==> config.mk <==
export PLATFORM = sky130hd
export DESIGN_NAME = sprite_blit_sequencer
export DESIGN_NICKNAME = d
export VERILOG_FILES = /design/src/rtl/sprite_blit_sequencer.sv
export SDC_FILE = /design/constraint.sdc
export NUM_CORES = 1
export LEC_CHECK = 0
export BUFFER_PORTS_ARGS = -buffer_cell sky130_fd_sc_hd__buf_2
export CAP_MARGIN = 40
export CORE_MARGIN = 5
export CORE_UTILIZATION = 30
export DETAILED_ROUTE_END_ITERATION = 16
export HOLD_SLACK_MARGIN = 0.03
export PLACE_DENSITY = 0.57
export SYNTH_ARGS = -nofsm -noshare
export SYNTH_HDL_FRONTEND = slang
export SYNTH_SLANG_ARGS = --single-unit
export TNS_END_PERCENT = 1
==> constraint.sdc <==
create_clock -name clk -period 11.01 [get_ports clk]
set_clock_uncertainty 0.15 [all_clocks]
set_input_delay 2.202 -clock clk [delete_from_list [all_inputs] [get_ports clk]]
set_output_delay 2.202 -clock clk [all_outputs]
set_load 0.05 [all_outputs]
==> src/rtl/sprite_blit_sequencer.sv <==
// rtl/sprite_blit_sequencer.sv - scans a 32x32 sprite from the image decoder and writes visible pixels to the framebuffer
module sprite_blit_sequencer #(
    parameter int         SCREEN_W    = 640,
    parameter int         SCREEN_H    = 480,
    parameter int         ADDR_W      = 19,
    parameter logic [3:0] TRANSPARENT = 4'd0
) (
    input  logic              clk,
    input  logic              rst_n,
    input  logic              cmd_valid,
    output logic              cmd_ready,
    input  logic [9:0]        cmd_x,
    input  logic [8:0]        cmd_y,
    input  logic [9:0]        cmd_img,
    output logic [4:0]        spr_clm,
    output logic [4:0]        spr_row,
    output logic [9:0]        spr_img,
    input  logic [3:0]        spr_color,
    output logic              fb_we,
    output logic [ADDR_W-1:0] fb_addr,
    output logic [3:0]        fb_data,
    input  logic              fb_ready,
    output logic              busy,
    output logic              done
);

    typedef enum logic [1:0] {
        IDLE,
        SCAN,
        DRAIN
    } state_t;

    localparam logic [10:0] SCREEN_W_L = 11'(SCREEN_W);
    localparam logic [9:0]  SCREEN_H_L = 10'(SCREEN_H);

    state_t              state;
    state_t              state_nxt;
    logic [9:0]          x_q;
    logic [8:0]          y_q;
    logic [9:0]          img_q;
    logic [4:0]          dy;
    logic [4:0]          dx;
    logic [10:0]         x_sum;
    logic [9:0]          y_sum;
    logic [ADDR_W-1:0]   lin_addr;
    logic                slot_free;
    logic                visible;
    logic                last_px;

    // Sums carry one extra bit so off-screen positions never alias back on-screen.
    assign x_sum     = {1'b0, x_q} + {6'd0, dx};
    assign y_sum     = {1'b0, y_q} + {5'd0, dy};
    assign lin_addr  = ADDR_W'(y_sum) * ADDR_W'(SCREEN_W) + ADDR_W'(x_sum);
    assign slot_free = !fb_we || fb_ready;
    assign visible   = (spr_color != TRANSPARENT) && (x_sum < SCREEN_W_L) && (y_sum < SCREEN_H_L);
    assign last_px   = (dy == 5'd31) && (dx == 5'd31);

    assign spr_clm = dy;
    assign spr_row = dx;
    assign spr_img = img_q;

    always_ff @(posedge clk or negedge rst_n) begin
        if (!rst_n) begin
            state <= IDLE;
        end else begin
            state <= state_nxt;
        end
    end

    always_comb begin
        state_nxt = state;
        cmd_ready = 1'b0;
        busy      = 1'b0;
        done      = 1'b0;
        case (state)
            IDLE: begin
                cmd_ready = 1'b1;
                if (cmd_valid) begin
                    state_nxt = SCAN;
                end
            end
            SCAN: begin
                busy = 1'b1;
                if (slot_free && last_px) begin
                    state_nxt = DRAIN;
                end
            end
            DRAIN: begin
                busy = 1'b1;
                if (slot_free) begin
                    done      = 1'b1;
                    state_nxt = IDLE;
                end
            end
            default: state_nxt = IDLE;
        endcase
    end

    always_ff @(posedge clk or negedge rst_n) begin
        if (!rst_n) begin
            x_q     <= '0;
            y_q     <= '0;
            img_q   <= '0;
            dy      <= '0;
            dx      <= '0;
            fb_we   <= 1'b0;
            fb_addr <= '0;
            fb_data <= '0;
        end else begin
            case (state)
                IDLE: begin
                    fb_we <= 1'b0;
                    if (cmd_valid) begin
                        x_q   <= cmd_x;
                        y_q   <= cmd_y;
                        img_q <= cmd_img;
                        dy    <= '0;
                        dx    <= '0;
                    end
                end
                SCAN: begin
                    // A stalled write freezes both the scan position and the write port.
                    if (slot_free) begin
                        fb_we <= visible;
                        if (visible) begin
                            fb_addr <= lin_addr;
                            fb_data <= spr_color;
                        end
                        dx <= dx + 5'd1;
                        if (dx == 5'd31) begin
                            dy <= dy + 5'd1;
                        end
                    end
                end
                DRAIN: begin
                    if (fb_ready) begin
                        fb_we <= 1'b0;
                    end
                end
                default: fb_we <= 1'b0;
            endcase
        end
    end

endmodule

---- Word level (Yosys, flattened, before mapping) ----
Index checks and enable logic that the tools add are counted.
W data, S select, Z words.
word-level totals
  input bits .............................. 37
  output and inout bits ................... 47
  bits in latches ......................... 0
  logic and storage cells ................. 60
  memory bits (read-only) ................. 0
  register bits after elaboration ......... 65
  bits in writable memories ............... 0
  memories kept ........................... 0
operators by class
  reductions and logical operators ........ 16
  multiplexer cells ....................... 17
  div/mod/pow operators ................... 0
  multiply operators ...................... 1
  order comparisons ....................... 2
  bitwise logic cells ..................... 0
  shift-type cells ........................ 0
  eq/ne operators ......................... 10
  add/sub/neg operators ................... 5
operator list
  cell                     number
  $mux W5                  4
  $pmux W5 S2              2
  $add A19 B11 Y19         1
  $mul A10 B3 Y12 const B  1
  $ne A2 B2 Y1 const B     6
  $add A10 B5 Y11          1
  $lt A11 B10 Y1 const B   1
  $add A5 B1 Y5 const B    2
  $add A9 B5 Y10           1
  $eq A5 B5 Y1 const B     2
  $lt A10 B9 Y1 const B    1
  $reduce_and A3 Y1        3
  $mux W1                  6
  $mux W2                  3
  $pmux W2 S3              1
  $logic_and A1 B1 Y1      4
  $reduce_and A2 Y1        2
  $reduce_and A4 Y1        1
  $reduce_bool A4 Y1       1
  $eq A2 B1 Y1 const B     1
  $eq A2 B2 Y1 const B     1
  $logic_not A2 Y1         1
  $pmux W1 S2              1
  $reduce_bool A2 Y1       1
  other kinds (3)          3

---- Depth between registers and ports, before layout ----
  depth after elaboration ................. 6
  gate-level depth with buffers ........... 17

---- Least setup slack after synthesis ----
No wires, ideal clock.
  path kind ............................... input port to output port
  from .................................... in fb_ready
  to ...................................... out done
  stages on the path ...................... 2
  path buffers ............................ 0
  arrival ................................. 2808 ps
  setup slack ............................. 5850 ps
  path through ............................ nand2b_1 and2_1
on the way
  cells in the longest elaborated chain, start to end .. 3
ends and longest elaborated chain
  what                RTL line  text
  from (decl)         22        input logic fb_ready,
  $logic_or A1 B1 Y1  54        assign slot_free = !fb_we || fb_ready;
  $mux W1             90        if (slot_free) begin
  $mux W1             75        case (state)
  to (decl)           24        output logic done
No other way between the ends.

---- Final worst setup path ----
Same ends and word-level chain as after synthesis.

==> summary.txt <==
STA
  • Max-slew violations: 0
  • RSZ-0062 raised after global routing: no
  • Fin crit share: 0.484
  • Fin. Hold Viols: 0
  • Setup TNS: 0 ps
  • Max Clk Rate: 0.188 GHz
  • Tmin final: 5330 ps
  • Worst rel slew slack: 0.620
  • Slew @ Worst Pin: 570 ps
  • # setup viols final: 0

Synth
  • EDFF count, synth: 0
  • Synth async-reset ratio: 1.00
  • Syn Area/Cell: 11.3 sq um
  • Seq cells post-synth: 65
  • Synthesized Nets: 435
  • Area of the mapped netlist: 0.00406 sq mm
  • Post-synthesis sequential area ratio: 0.401
  • Yosys Warn Count: 0
  • Netlist cell types: 48
  • Ys flop type: dfrtp_1
  • Synth Instances: 358

Detailed routing
  • Via-per-instance ratio: 4.77
  • WL/cell: 14.6 um
  • Final antenna-violating net count: 0
  • Drt pass-1 iters: 4
  • Total Routed Length: 9180 um
  • Via count: 2994
  • DRC errors left: 0
  • Starting DRT DRC Count: 95

Finish
  • Ratio of cells with drive above 1 in the final layout: 0.345
  • Final net count: 524
  • Most frequent cells in the layout: buf_2, dfrtp_1, mux2_2
  • Commonest non-fill, non-tap cell in the layout: buf_2
  • Area delta synth->final: 22.7%
  • Inserted Diodes: 0

CTS
  • Htree depth: 3
  • CTS tree: built
  • Num CTS Buffers: 9
  • CTS Buffer Depth: 2
  • Clock-pin slew on the worst setup and hold paths: 60 ps
  • PostCTS Resize Cnt: 0
  • Post-CTS Repair Setup Buffers: 0
  • CTS Sinks: 65
  • Clock root buffer: clkbuf_16
  • Hold Buf Count CTS: 0
  • Clk Latency, worst-skew pair: 340 ps

Global routing
  • Largest net degree at the start of global routing: 66
  • First-pass GRT wire length: 15800 um
  • Total global routing overflow: 0
  • Tot GR Track Use: 0.124
  • Initial antenna violation count: 0
  • Vias in the first global route: 3106

Critical path
  • Crit path required time: 8660 ps
  • Worst EP arrival: 2980 ps
  • CP Capture Type: primary output
  • Setup crit start kind: input pin
  • Crit path kind: input pin to primary output
  • CP Max Fanout: 6

Placement
  • Port bufs: 83
  • GP Congestion: 0.836
  • Dpl hpwl: 7120 um

Floorplanning
  • Core Box Area: 0.0132 sq mm
  • DIE AREA: 0.0159 sq mm
  • I/O pin cnt: 84
  • Die Height: 126 um
  • Die W: 126 um
  • Row count: 42
  • Initial Utilization: 0.306

Status
  • Outcome: complete, no violations

Run
  • Max-cap violations: 0

Worst hold path
  • HP Class: register to register
## metal layers
layer	up-vias	wire (um)	global-route usage	share of wire
li1	1488	-	-	-
met1	1419	4420	0.165	0.48
met2	78	3970	0.184	0.43
met3	9	674	0.0521	0.073
met4	0	123	0.0379	0.013
met5	-	0	0	0
## logic make-up after synthesis
family          count (synthesis)  share of synthesized area
mux                            50                      0.147
buf+inv                        22                     0.0262
compound gates                 81                      0.137
fa+ha+maj                      40                      0.131
flops                          65                      0.401
simple gates                   73                      0.101
xor+xnor                       27                     0.0583
## through the flow
step / utilization / setup slack (ps) / hold slack, ps / instance area [sq um] / std cells
CTS: 0.374 / 5670 / 352 / 4950 / 627
floorplan: - / 5850 / 334 / 4060 / 358
detailed placement: 0.351 / 5670 / 339 / 4650 / 611
global route: 0.376 / 5620 / 360 / 4980 / 628
finish: 0.376 / 5680 / 347 / 4980 / 628
global placement: 0.351 / 5680 / 334 / 4650 / 611
## state kept, by name, summed over array words and instances, names as in the netlist, 2 cells and up
signal   count
spr_clm      5
fb_data      4
state        2
spr_img     10
fb_addr     19
x_q         10
spr_row      5
y_q          9
## cell usage after synthesis (8+ instances only)
library cell / count / share of area
dfrtp_1: 65 / 0.40
mux2_2: 39 / 0.11
ha_1: 36 / 0.11
a21oi_1: 19 / 0.023
xnor2_1: 19 / 0.041
nand2_1: 17 / 0.016
o21ai_0: 17 / 0.021
inv_1: 14 / 0.013
nor2b_1: 12 / 0.019
a21o_1: 10 / 0.019
mux2_4: 9 / 0.033
nor2_1: 9 / 0.0083
nand3_1: 8 / 0.0099
xor2_1: 8 / 0.017
## path summary, 6_finish.rpt
kind / from / end / slack [ps] / depth (start not counted)
worst min register to register: spr_img[5] / spr_img[5] / 350 / 1
worst min-delay path: spr_img[5] / spr_img[5] / 350 / 1
worst max register to register: spr_clm[0] / fb_addr[17] / 6710 / 15
worst max-delay path: fb_ready / done / 5680 / 4
min in group asynchronous: rst_n / spr_row[3] / 1800 / 3
max in group asynchronous: rst_n / y_q[5] / 8640 / 3
## area by class of cell
| class | instances | area (sq um) |
|---|---|---|
| inverters | 14 | 52.6 |
| clock buffers | 10 | 239 |
| flip-flops and latches | 65 | 1630 |
| repair buffers | 86 | 458 |
| clock inverters | 6 | 57.6 |
| fillers | 1383 | 8270 |
| well taps | 176 | 220 |
| multi-input cells | 271 | 2320 |
## critical path, stage by stage
cell and delay, ps:
buf_2 100, nand2b_1 240, and2_1 180, buf_2 270
Power is not shown: default switching activity piles up to over one toggle a cycle in this logic, so the estimate is an artifact.
